## src/rtl/stack_pkg.sv

```systemverilog
// Shared types and defaults for the stack processor operand stack.
package stack_pkg;

   localparam int STACK_DEFAULT_WIDTH = 16;
   localparam int STACK_DEFAULT_DEPTH = 16;

   typedef enum logic [2:0] {
      OP_NOP     = 3'd0,
      OP_PUSH    = 3'd1,
      OP_POP     = 3'd2,
      OP_DUP     = 3'd3,
      OP_SWAP    = 3'd4,
      OP_OVER    = 3'd5,
      OP_REPLACE = 3'd6,
      OP_PUSH2   = 3'd7
   } stack_op_t;

   typedef enum logic {
      ST_IDLE    = 1'b0,
      ST_PUSH2_B = 1'b1
   } stack_state_t;

endpackage

```

## src/rtl/stack_if.sv

```systemverilog
// Command/status bundle between the stack user (master) and stack_core (slave).
interface stack_if import stack_pkg::*; #(
   parameter int WIDTH = STACK_DEFAULT_WIDTH,
   parameter int DEPTH = STACK_DEFAULT_DEPTH
);
   logic                   op_valid;
   stack_op_t              op;
   logic [WIDTH-1:0]       getin;
   logic [WIDTH-1:0]       getin2;
   logic                   clr_err;
   logic                   op_ready;
   logic [WIDTH-1:0]       top_of_stack;
   logic [WIDTH-1:0]       second_of_stack;
   logic [$clog2(DEPTH):0] count;
   logic                   full;
   logic                   empty;
   logic                   err;

   modport master (
      output op_valid, op, getin, getin2, clr_err,
      input  op_ready, top_of_stack, second_of_stack, count, full, empty, err
   );

   modport slave (
      input  op_valid, op, getin, getin2, clr_err,
      output op_ready, top_of_stack, second_of_stack, count, full, empty, err
   );
endinterface

```

## src/rtl/stack_spill_ram.sv

```systemverilog
// Spill storage for stack entries below top/second: one sync write, one async read.
module stack_spill_ram #(
   parameter int WIDTH = 16,
   parameter int DEPTH = 16
) (
   input  logic                           CLK,
   input  logic                           i_we,
   input  logic [$clog2(DEPTH-2)-1:0]     i_waddr,
   input  logic [WIDTH-1:0]               i_wdata,
   input  logic [$clog2(DEPTH-2)-1:0]     i_raddr,
   output logic [WIDTH-1:0]               o_rdata
);
   // NOTE: memory arrays carry no reset; the entry count decides which words are meaningful.
   logic [WIDTH-1:0] r_mem [0:DEPTH-3];

   always_ff @(posedge CLK) begin
      if (i_we) r_mem[i_waddr] <= i_wdata;
   end

   assign o_rdata = r_mem[i_raddr];
endmodule

```

## src/rtl/stack_core.sv

```systemverilog
// Operand stack: top/second in registers, deeper entries spilled to RAM.
// Optional sticky error flag: define STACK_ERR_STICKY_EN.
module stack_core import stack_pkg::*; #(
   parameter int WIDTH = STACK_DEFAULT_WIDTH,
   parameter int DEPTH = STACK_DEFAULT_DEPTH
) (
   input logic CLK,
   input logic reset,
   stack_if.slave bus
);
   localparam int CW     = $clog2(DEPTH) + 1;
   localparam int RAM_AW = $clog2(DEPTH - 2);
   localparam logic [CW-1:0] C_1     = CW'(1);
   localparam logic [CW-1:0] C_2     = CW'(2);
   localparam logic [CW-1:0] C_3     = CW'(3);
   localparam logic [CW-1:0] C_DEPTH = CW'(DEPTH);
   localparam logic [CW-1:0] C_DM2   = CW'(DEPTH - 2);

   stack_state_t      r_state;
   logic [WIDTH-1:0]  r_top, r_second, r_latch;
   logic [CW-1:0]     r_count;
   logic              r_full, r_empty, r_err, r_ready;

   stack_state_t      w_state_nx;
   logic [WIDTH-1:0]  w_top_nx, w_second_nx, w_latch_nx, w_push_val, w_rdata;
   logic [CW-1:0]     w_count_nx;
   logic              w_push, w_fault, w_we;
   logic [RAM_AW-1:0] w_waddr, w_raddr;

   assign w_waddr = (r_count >= C_2) ? RAM_AW'(r_count - C_2) : '0;
   assign w_raddr = (r_count >= C_3) ? RAM_AW'(r_count - C_3) : '0;

   stack_spill_ram #(.WIDTH(WIDTH), .DEPTH(DEPTH)) u_spill (
      .CLK     (CLK),
      .i_we    (w_we),
      .i_waddr (w_waddr),
      .i_wdata (r_second),
      .i_raddr (w_raddr),
      .o_rdata (w_rdata)
   );

   // NOTE: every always_comb output gets a default first so no path infers a latch.
   always_comb begin
      w_state_nx  = ST_IDLE;
      w_top_nx    = r_top;
      w_second_nx = r_second;
      w_count_nx  = r_count;
      w_latch_nx  = r_latch;
      w_push      = 1'b0;
      w_push_val  = bus.getin;
      w_fault     = 1'b0;
      w_we        = 1'b0;

      if (r_state == ST_PUSH2_B) begin
         w_push     = 1'b1;
         w_push_val = r_latch;
      end else if (bus.op_valid && r_ready) begin
         unique case (bus.op)
            OP_PUSH:    if (r_count < C_DEPTH) w_push = 1'b1; else w_fault = 1'b1;
            OP_POP:
               if (r_count >= C_1) begin
                  w_top_nx    = r_second;
                  w_second_nx = (r_count >= C_3) ? w_rdata : '0;
                  w_count_nx  = r_count - C_1;
               end else w_fault = 1'b1;
            OP_DUP:
               if (r_count >= C_1 && r_count < C_DEPTH) begin
                  w_push     = 1'b1;
                  w_push_val = r_top;
               end else w_fault = 1'b1;
            OP_SWAP:
               if (r_count >= C_2) begin
                  w_top_nx    = r_second;
                  w_second_nx = r_top;
               end else w_fault = 1'b1;
            OP_OVER:
               if (r_count >= C_2 && r_count < C_DEPTH) begin
                  w_push     = 1'b1;
                  w_push_val = r_second;
               end else w_fault = 1'b1;
            OP_REPLACE: if (r_count >= C_1) w_top_nx = bus.getin; else w_fault = 1'b1;
            OP_PUSH2:
               // Room for both halves is checked up front so the second half cannot fault.
               if (r_count <= C_DM2) begin
                  w_push     = 1'b1;
                  w_latch_nx = bus.getin2;
                  w_state_nx = ST_PUSH2_B;
               end else w_fault = 1'b1;
            default: ;
         endcase
      end

      if (w_push) begin
         w_we        = (r_count >= C_2);
         w_second_nx = r_top;
         w_top_nx    = w_push_val;
         w_count_nx  = r_count + C_1;
      end
   end

   // NOTE: sequential state uses non-blocking assignments so all registers update together.
   always_ff @(posedge CLK or posedge reset) begin
      if (reset) begin
         r_state  <= ST_IDLE;
         r_top    <= '0;
         r_second <= '0;
         r_latch  <= '0;
         r_count  <= '0;
         r_full   <= 1'b0;
         r_empty  <= 1'b1;
         r_err    <= 1'b0;
         r_ready  <= 1'b1;
      end else begin
         r_state  <= w_state_nx;
         r_top    <= w_top_nx;
         r_second <= w_second_nx;
         r_latch  <= w_latch_nx;
         r_count  <= w_count_nx;
         r_full   <= (w_count_nx == C_DEPTH);
         r_empty  <= (w_count_nx == '0);
         r_ready  <= (w_state_nx == ST_IDLE);
`ifdef STACK_ERR_STICKY_EN
         r_err    <= w_fault | (r_err & ~bus.clr_err);
`else
         r_err    <= w_fault;
`endif
      end
   end

   assign bus.op_ready        = r_ready;
   assign bus.top_of_stack    = r_top;
   assign bus.second_of_stack = r_second;
   assign bus.count           = r_count;
   assign bus.full            = r_full;
   assign bus.empty           = r_empty;
   assign bus.err             = r_err;
endmodule

```

## src/flat_wrapper.sv

```systemverilog
// flat-port wrapper written by rule: the top's interface ports become plain ports
module stack_core_flat import stack_pkg::*;
#(
   parameter int WIDTH = STACK_DEFAULT_WIDTH,
   parameter int DEPTH = STACK_DEFAULT_DEPTH
)
  (CLK, reset, bus_op_valid, bus_op, bus_getin, bus_getin2, bus_clr_err, bus_op_ready, bus_top_of_stack, bus_second_of_stack, bus_count, bus_full, bus_empty, bus_err);
  stack_if #(.WIDTH(WIDTH), .DEPTH(DEPTH)) bus_i ();
  input logic CLK;
  input logic reset;
  input wire logic [$bits(bus_i.op_valid)-1:0] bus_op_valid;
  input wire logic [$bits(bus_i.op)-1:0] bus_op;
  input wire logic [$bits(bus_i.getin)-1:0] bus_getin;
  input wire logic [$bits(bus_i.getin2)-1:0] bus_getin2;
  input wire logic [$bits(bus_i.clr_err)-1:0] bus_clr_err;
  output wire logic [$bits(bus_i.op_ready)-1:0] bus_op_ready;
  output wire logic [$bits(bus_i.top_of_stack)-1:0] bus_top_of_stack;
  output wire logic [$bits(bus_i.second_of_stack)-1:0] bus_second_of_stack;
  output wire logic [$bits(bus_i.count)-1:0] bus_count;
  output wire logic [$bits(bus_i.full)-1:0] bus_full;
  output wire logic [$bits(bus_i.empty)-1:0] bus_empty;
  output wire logic [$bits(bus_i.err)-1:0] bus_err;
  assign bus_i.op_valid = bus_op_valid;
  assign bus_i.op = bus_op;
  assign bus_i.getin = bus_getin;
  assign bus_i.getin2 = bus_getin2;
  assign bus_i.clr_err = bus_clr_err;
  assign bus_op_ready = bus_i.op_ready;
  assign bus_top_of_stack = bus_i.top_of_stack;
  assign bus_second_of_stack = bus_i.second_of_stack;
  assign bus_count = bus_i.count;
  assign bus_full = bus_i.full;
  assign bus_empty = bus_i.empty;
  assign bus_err = bus_i.err;
  stack_core #(.WIDTH(WIDTH), .DEPTH(DEPTH)) u_core (.CLK(CLK), .reset(reset), .bus(bus_i));
endmodule
```

## config.mk

```make
export PLATFORM = sky130hd
export DESIGN_NAME = stack_core_flat
export DESIGN_NICKNAME = d
export VERILOG_FILES = /design/src/rtl/stack_pkg.sv /design/src/rtl/stack_if.sv /design/src/rtl/stack_spill_ram.sv /design/src/rtl/stack_core.sv /design/src/flat_wrapper.sv
export SDC_FILE = /design/constraint.sdc
export NUM_CORES = 1
export LEC_CHECK = 0
export ABC_AREA = 1
export CAP_MARGIN = 20
export CORE_MARGIN = 2
export CORE_UTILIZATION = 65
export CTS_BUF_LIST = sky130_fd_sc_hd__clkbuf_4 sky130_fd_sc_hd__clkbuf_8
export DETAILED_ROUTE_END_ITERATION = 6
export GPL_TIMING_DRIVEN = 0
export PLACE_DENSITY = 0.86
export SYNTH_ARGS = -nofsm -noshare
export SYNTH_HDL_FRONTEND = slang
export SYNTH_SLANG_ARGS = --single-unit
export TNS_END_PERCENT = 30
```

## constraint.sdc

```tcl
create_clock -name CLK -period 9.65 [get_ports CLK]
set_input_delay 0.965 -clock CLK [delete_from_list [all_inputs] [get_ports CLK]]
set_output_delay 0.965 -clock CLK [all_outputs]
set_load 0.05 [all_outputs]
```

## Yosys cells after proc, flatten, opt, wreduce, memory -nomap -nowiden

Memories as Yosys holds them, arrays and structs flattened.
Cells that the tools add are included.

- Flip-flop bits (word level): 58
- RAM bits: 224
- Output and inout bits: 41
- Logic and storage cells: 93
- Memories kept: 1

Memories:

| memory | depth | width | rd ports | clocked after memory_dff | wr ports | RTL line | text |
|---|---|---|---|---|---|---|---|
| u_core.u_spill.r_mem | 14 | 16 | 1 | 0 | 1 | stack_spill_ram.sv:14 | `logic [WIDTH-1:0] r_mem [0:DEPTH-3];` |

- $add $sub $neg: 4
- $lt $le $gt $ge: 5
- Equality and inequality tests: 13
- Mux-type cells: 48
- Bitwise operators: 2
- Reductions and logical operators: 11

Operator list:

| kind | number |
|---|---|
| 16-bit two-way mux | 16 |
| 16-bit one-hot mux with 2 select lines | 2 |
| 16-bit one-hot mux with 3 select lines | 1 |
| 5-bit two-way mux | 5 |
| 1-bit two-way mux | 20 |
| 3-bit == test (second input constant) | 4 |
| 5-bit by 2-bit greater-or-equal comparator with 1-bit output (second input constant) | 2 |
| 3-bit by 1-bit inequality test with 1-bit output (second input constant) | 3 |
| 4-bit two-way mux | 2 |
| 4-bit by 2-bit subtractor with 4-bit output (second input constant) | 2 |
| 7-bit AND reduction | 1 |
| 3-bit by 2-bit == test with 1-bit output (second input constant) | 2 |
| 1-bit one-hot mux with 6 select lines | 1 |
| 5-bit by 1-bit adder with 5-bit output (second input constant) | 1 |
| 5-bit == test (second input constant) | 1 |
| 5-bit by 1-bit greater-or-equal comparator with 1-bit output (second input constant) | 1 |
| 5-bit by 4-bit <= comparator with 1-bit output (second input constant) | 1 |
| 5-bit zero test | 1 |
| 5-bit < comparator (second input constant) | 1 |
| 5-bit by 4-bit inequality test with 1-bit output (second input constant) | 1 |
| 5-bit AND reduction | 1 |
| 5-bit by 1-bit subtractor with 5-bit output (second input constant) | 1 |
| 1-bit one-hot mux with 4 select lines | 1 |
| 4-bit AND reduction | 1 |
| other kinds (8) | 11 |

## Depth between registers and ports, before layout

- Depth in word-level cells: 9
- Depth in mapped cells: 19
- Depth with buffers taken out: 17

## Hierarchy

A second synthesis with hierarchy kept.

- Cells, all modules: 1413
- Area, all modules: 13125.1 µm²

By module, submodules not included:

| module | instances | cells each | area each (µm²) | seq. area each (µm²) |
|---|---|---|---|---|
| stack_spill_ram | 1 | 867 | 9421.5 | 6726.5 |
| stack_core | 1 | 546 | 3703.6 | 1453.9 |

## Worst setup path after synthesis

No wires, ideal clock.

- Path kind: register -> register
- From: register u_core.r_count[0] (netlist: u_core.bus.count[0])
- To: memory u_core.u_spill.r_mem[0][0], enable pin
- Setup time: 0.388 ns
- Data arrival time: 3.259 ns
- Data required time: 9.262 ns
- Slack: 6.002 ns
- Stages on the path, launching flop included: 16
- Buffers on the path: 3
- Clock period less this slack: 3.648 ns
- Cell sequence: dfrtp_1 > buf_2 > inv_1 > clkbuf_1 > clkbuf_1 > ha_1 > nand2_1 > nand2_1 > nand3_2 > nand3_2 > nand2_4 > nand2_4 > inv_4 > nor2_1 > nand3_1 > nor2_1

- Word-level cells in the longest chain between the ends: 9
- Elaborated cells between the ends (all ways): 18

RTL lines:

| what | RTL line | text |
|---|---|---|
| start: declaration | stack_core.sv:21 | `logic [CW-1:0] r_count;` |
| start signal: assignment | stack_core.sv:118 | `r_count <= w_count_nx;` |
| 5-bit by 2-bit greater-or-equal comparator with 1-bit output, or another cell as far along | stack_core.sv:30, stack_core.sv:77, stack_core.sv:94 |  |
| 1-bit logical AND, on equally long branches | stack_core.sv:77, stack_core.sv:67 |  |
| 1-bit two-way mux, on equally long branches | stack_core.sv:77, stack_core.sv:67 |  |
| 1-bit one-hot mux with 4 select lines | stack_core.sv:58 | `unique case (bus.op)` |
| 1-bit two-way mux | stack_core.sv:57 | `end else if (bus.op_valid && r_ready) begin` |
| 1-bit two-way mux | stack_core.sv:54 | `if (r_state == ST_PUSH2_B) begin` |
| 1-bit two-way mux | stack_core.sv:93 | `if (w_push) begin` |
| 1-bit two-way mux | stack_spill_ram.sv:17 | `if (i_we) r_mem[i_waddr] <= i_wdata;` |
| 1-bit two-way mux (implied by the code) | stack_spill_ram.sv:17 |  |
| end: declaration | stack_spill_ram.sv:14 |  |

Parallel ways exist; a longest one is shown, timed or not.

## Final worst setup path

- From: register u_core.r_count[0] (netlist: u_core.bus.count[0])
- To: memory u_core.u_spill.r_mem[4][1], enable pin

Same word-level chain as after synthesis.

==> results by group <==
CTS
  – Clock sink count: 282
  – Clk root buf: clkbuf_8
  – Post_cts resized: 0
  – Clk Latency, worst-skew pair: 570 ps
  – H-tree depth: 2
  – TritonCTS clock tree: done
  – Post-CTS setup buffer count: 0
  – Worst-path clk slew: 60 ps
  – CTS buffer count: 46
  – CTS Hold Buffers Added: 0
  – CTS Buffer Depth: 3

Routing
  – Antenna-violating nets left: 0
  – DR pass1 iterations: 5
  – Via/cell ratio: 5.86
  – Drt wl/cell: 19.5 um
  – Post-route DRC: 0
  – Final wirelength: 34,000 um
  – Initial DRC count: 1,373
  – Vias: 10,300

Synthesis
  – YS warnings: 0
  – Syn nets: 1,356
  – Synth cell count leaders: nand2_1, nand3_1, edfxtp_1
  – Yosys reg bits: 282
  – Cell taking the most area after synthesis: edfxtp_1
  – Primary FF master, synth: edfxtp_1
  – Seq/Total Area, Yosys: 63.3%
  – Mapped Area: 12,900 um^2
  – Most frequent cell after synthesis: nand2_1
  – Synthesized area per cell: 9.88 um^2
  – Post-synth EDFFs: 224
  – Top-area cell type share of the netlist area: 52.0%
  – Number of distinct library cells after synthesis: 34
  – Post-synthesis cell count: 1,309
  – Top cells by area, synth: edfxtp_1, nand2_1, dfrtp_1
  – Ys async rst share: 20.6%

Worst setup path
  – RR Endpoint: u_core.u_spill.r_mem[4][1]
  – WS Path Type: reg -> reg
  – Worst Path Buf+Inv: 6
  – Crit Path Max Fanout: 11
  – Worst reg2reg path depth: 16
  – Worst EP arrival: 4890 ps
  – Largest stage delay, worst path: 790 ps
  – R2r setup slk: 5010 ps
  – Type of origin of the critical path: register
  – FF-to-FF Start: u_core.bus.count[0]
  – Element type at the critical path end: register
  – Cell family with most CP delay: simple AND/OR/NAND/NOR gates
  – Worst path slowest cell: nor2_1
  – Worst-path cell chain: buf_2 -> inv_1 -> clkbuf_1 -> clkbuf_1 -> ha_1 -> nand2_1 -> nand2_1 -> nand3_2 -> nand3_2 -> nand2_4 -> nand2_4 -> inv_4 -> nor2_1 -> nand3_1 -> nor2_1 -> buf_4
  – Required time of the worst setup path: 9900 ps
  – Crit path depth: 16

Timing
  – Sum of negative setup slack: 0 ps
  – Hold Violations, Final: 0
  – Worst Tran Pin Value: 931 ps
  – Final slew viol count: 0
  – Clk_skew: 21.9 ps
  – Final hold slack: 484 ps
  – RSZ-0062 raised after global routing: false
  – Min Tclk post-route: 4640 ps
  – Final setup violating endpoints: 0
  – Achievable Freq: 216 MHz
  – Slew HR: 37.7%
  – Final worst-path cycle share: 48.1%

Cells and area
  – Area delta synth->final: 16.7%
  – Share of layout cells above drive strength 1: 9.84%
  – Ant. Diodes: 0
  – Post-layout nets: 1,496
  – Post-Layout Inst Area: 15,100 um^2

Die
  – Die W: 145 um
  – # IOs: 80
  – FP Rows: 51
  – Starting Density: 66.4%
  – Core area: 19,500 um^2
  – Die area: 21,000 um^2
  – Die Span Y: 145 um

Power and ir drop
  – Sw Share: 46.8%
  – PwrDens: 368 nW/um^2
  – Clock share of power: 18.2%
  – Internal power: 2960 uW
  – Tot Pwr: 5550 uW
  – Sequential power share: 35.1%
  – Peak supply drop: 294 uV
  – Leak Pwr: 0.00636 uW
  – Comb power frac: 46.7%
  – Psw: 2600 uW

Hold path
  – Worst hold path endpoint: u_core.r_latch[12]
  – Hold Path Origin: u_core.r_latch[12]
  – Min-Delay Path Depth: 2
  – Worst hold path class: reg -> reg

Placement
  – Port buffer count: 78
  – Final RePlAce weighted congestion: 0.948
  – Post-DP HPWL: 23,400 um
  – Placed Area: 14,200 um^2

GRT
  – Initial antenna violation count: 0
  – First-pass GRT wire length: 53,200 um
  – Largest net degree at the start of global routing: 34
  – Vias in the first global route: 10,000
  – Gr usage total: 32.8%
  – Total grt overflow: 0

Outcome
  – Status: complete, no violations

Flow run
  – Max-Cap Viols: 0
-- sequential cells by signal, summed over array words and instances (netlist names) --
name                        count
u_core.r_latch                 16
u_core.bus.count                5
u_core.bus.err                  1
u_core.r_state                  1
u_core.bus.empty                1
u_core.bus.full                 1
u_core.bus.top_of_stack        16
u_core.bus.second_of_stack     16
u_core.bus.op_ready             1
u_core.u_spill.r_mem          224
-- cell families after synthesis --
kind of cell	Yosys count	synth area share (%)
flip-flops	282	63.3
adder cells (fa/ha/maj)	8	0.774
AND/OR/NAND/NOR	775	26.3
buffers and inverters	167	5.42
XOR/XNOR	6	0.406
AO/OA/AOI/OAI	71	3.84
-- placed cells by master (no fill, tap or decap), types with 19 or more instances in the layout --
cell type        count
nand2_1            444
dfrtp_1             56
clkdlybuf4s50_1     78
inv_1               88
clkbuf_1            42
clkbuf_8            49
edfxtp_1           224
buf_2               19
o21ai_0             21
nor2_1              42
nand3_1            243
-- stage by stage --
stage	instances	setup WS [ps]	util (%)
final	1749	5010	77.5
after global routing	1749	4800	77.5
after CTS	1749	5160	77.5
after detailed placement	1666	5210	72.9
after global placement	1652	5140	72.2
after floorplan	1309	6000	-
-- how the worst max path moves through the flow --
stage	from	endpoint
5_1_grt	u_core.bus.count[0]	u_core.u_spill.r_mem[4][2]
2_1_floorplan	u_core.bus.count[0]	u_core.u_spill.r_mem[0][0]
3_3_place_gp	bus_op[2]	u_core.u_spill.r_mem[8][1]
4_1_cts	u_core.bus.count[0]	u_core.u_spill.r_mem[4][1]
3_5_place_dp	u_core.bus.count[0]	u_core.u_spill.r_mem[4][1]
6_report	u_core.bus.count[0]	u_core.u_spill.r_mem[4][1]
-- cell type report --
class / instances / area [um^2]
Buffer: 70 / 332
Clock buffer: 64 / 787
Clock inverter: 19 / 111
Fill cell: 1195 / 4370
Inverter: 97 / 369
Multi-Input combinational cell: 860 / 4050
Sequential cell: 282 / 8180
Tap cell: 265 / 332
Timing Repair Buffer: 92 / 928
-- power groups by stage --
stage	Clock, uW	Combinational (uW)	Sequential, uW
floorplan	0	1400	2070
global placement	0	2410	1930
detailed placement	0	2510	1950
CTS	1020	2530	1930
global route	1070	2780	1960
finish	1010	2590	1950
-- worst register-to-register path, stage by stage (launching register included) --
cell and delay [ps]:
dfrtp_1 430, buf_2 230, inv_1 100, clkbuf_1 390, clkbuf_1 650, ha_1 270, nand2_1 50, nand2_1 100
nand3_2 70, nand3_2 110, nand2_4 110, nand2_4 120, inv_4 80, nor2_1 230, nand3_1 300, nor2_1 790
buf_4 320
-- per-layer routing --
layer	vias up	global-route usage (%)	share of wire, %
met1	4749	43.7	38
li1	4724	-	-
met3	100	7.64	12
met5	-	0	0
met2	680	50.7	45
met4	0	17.5	5.3
Power figures use the tool's default switching activity.
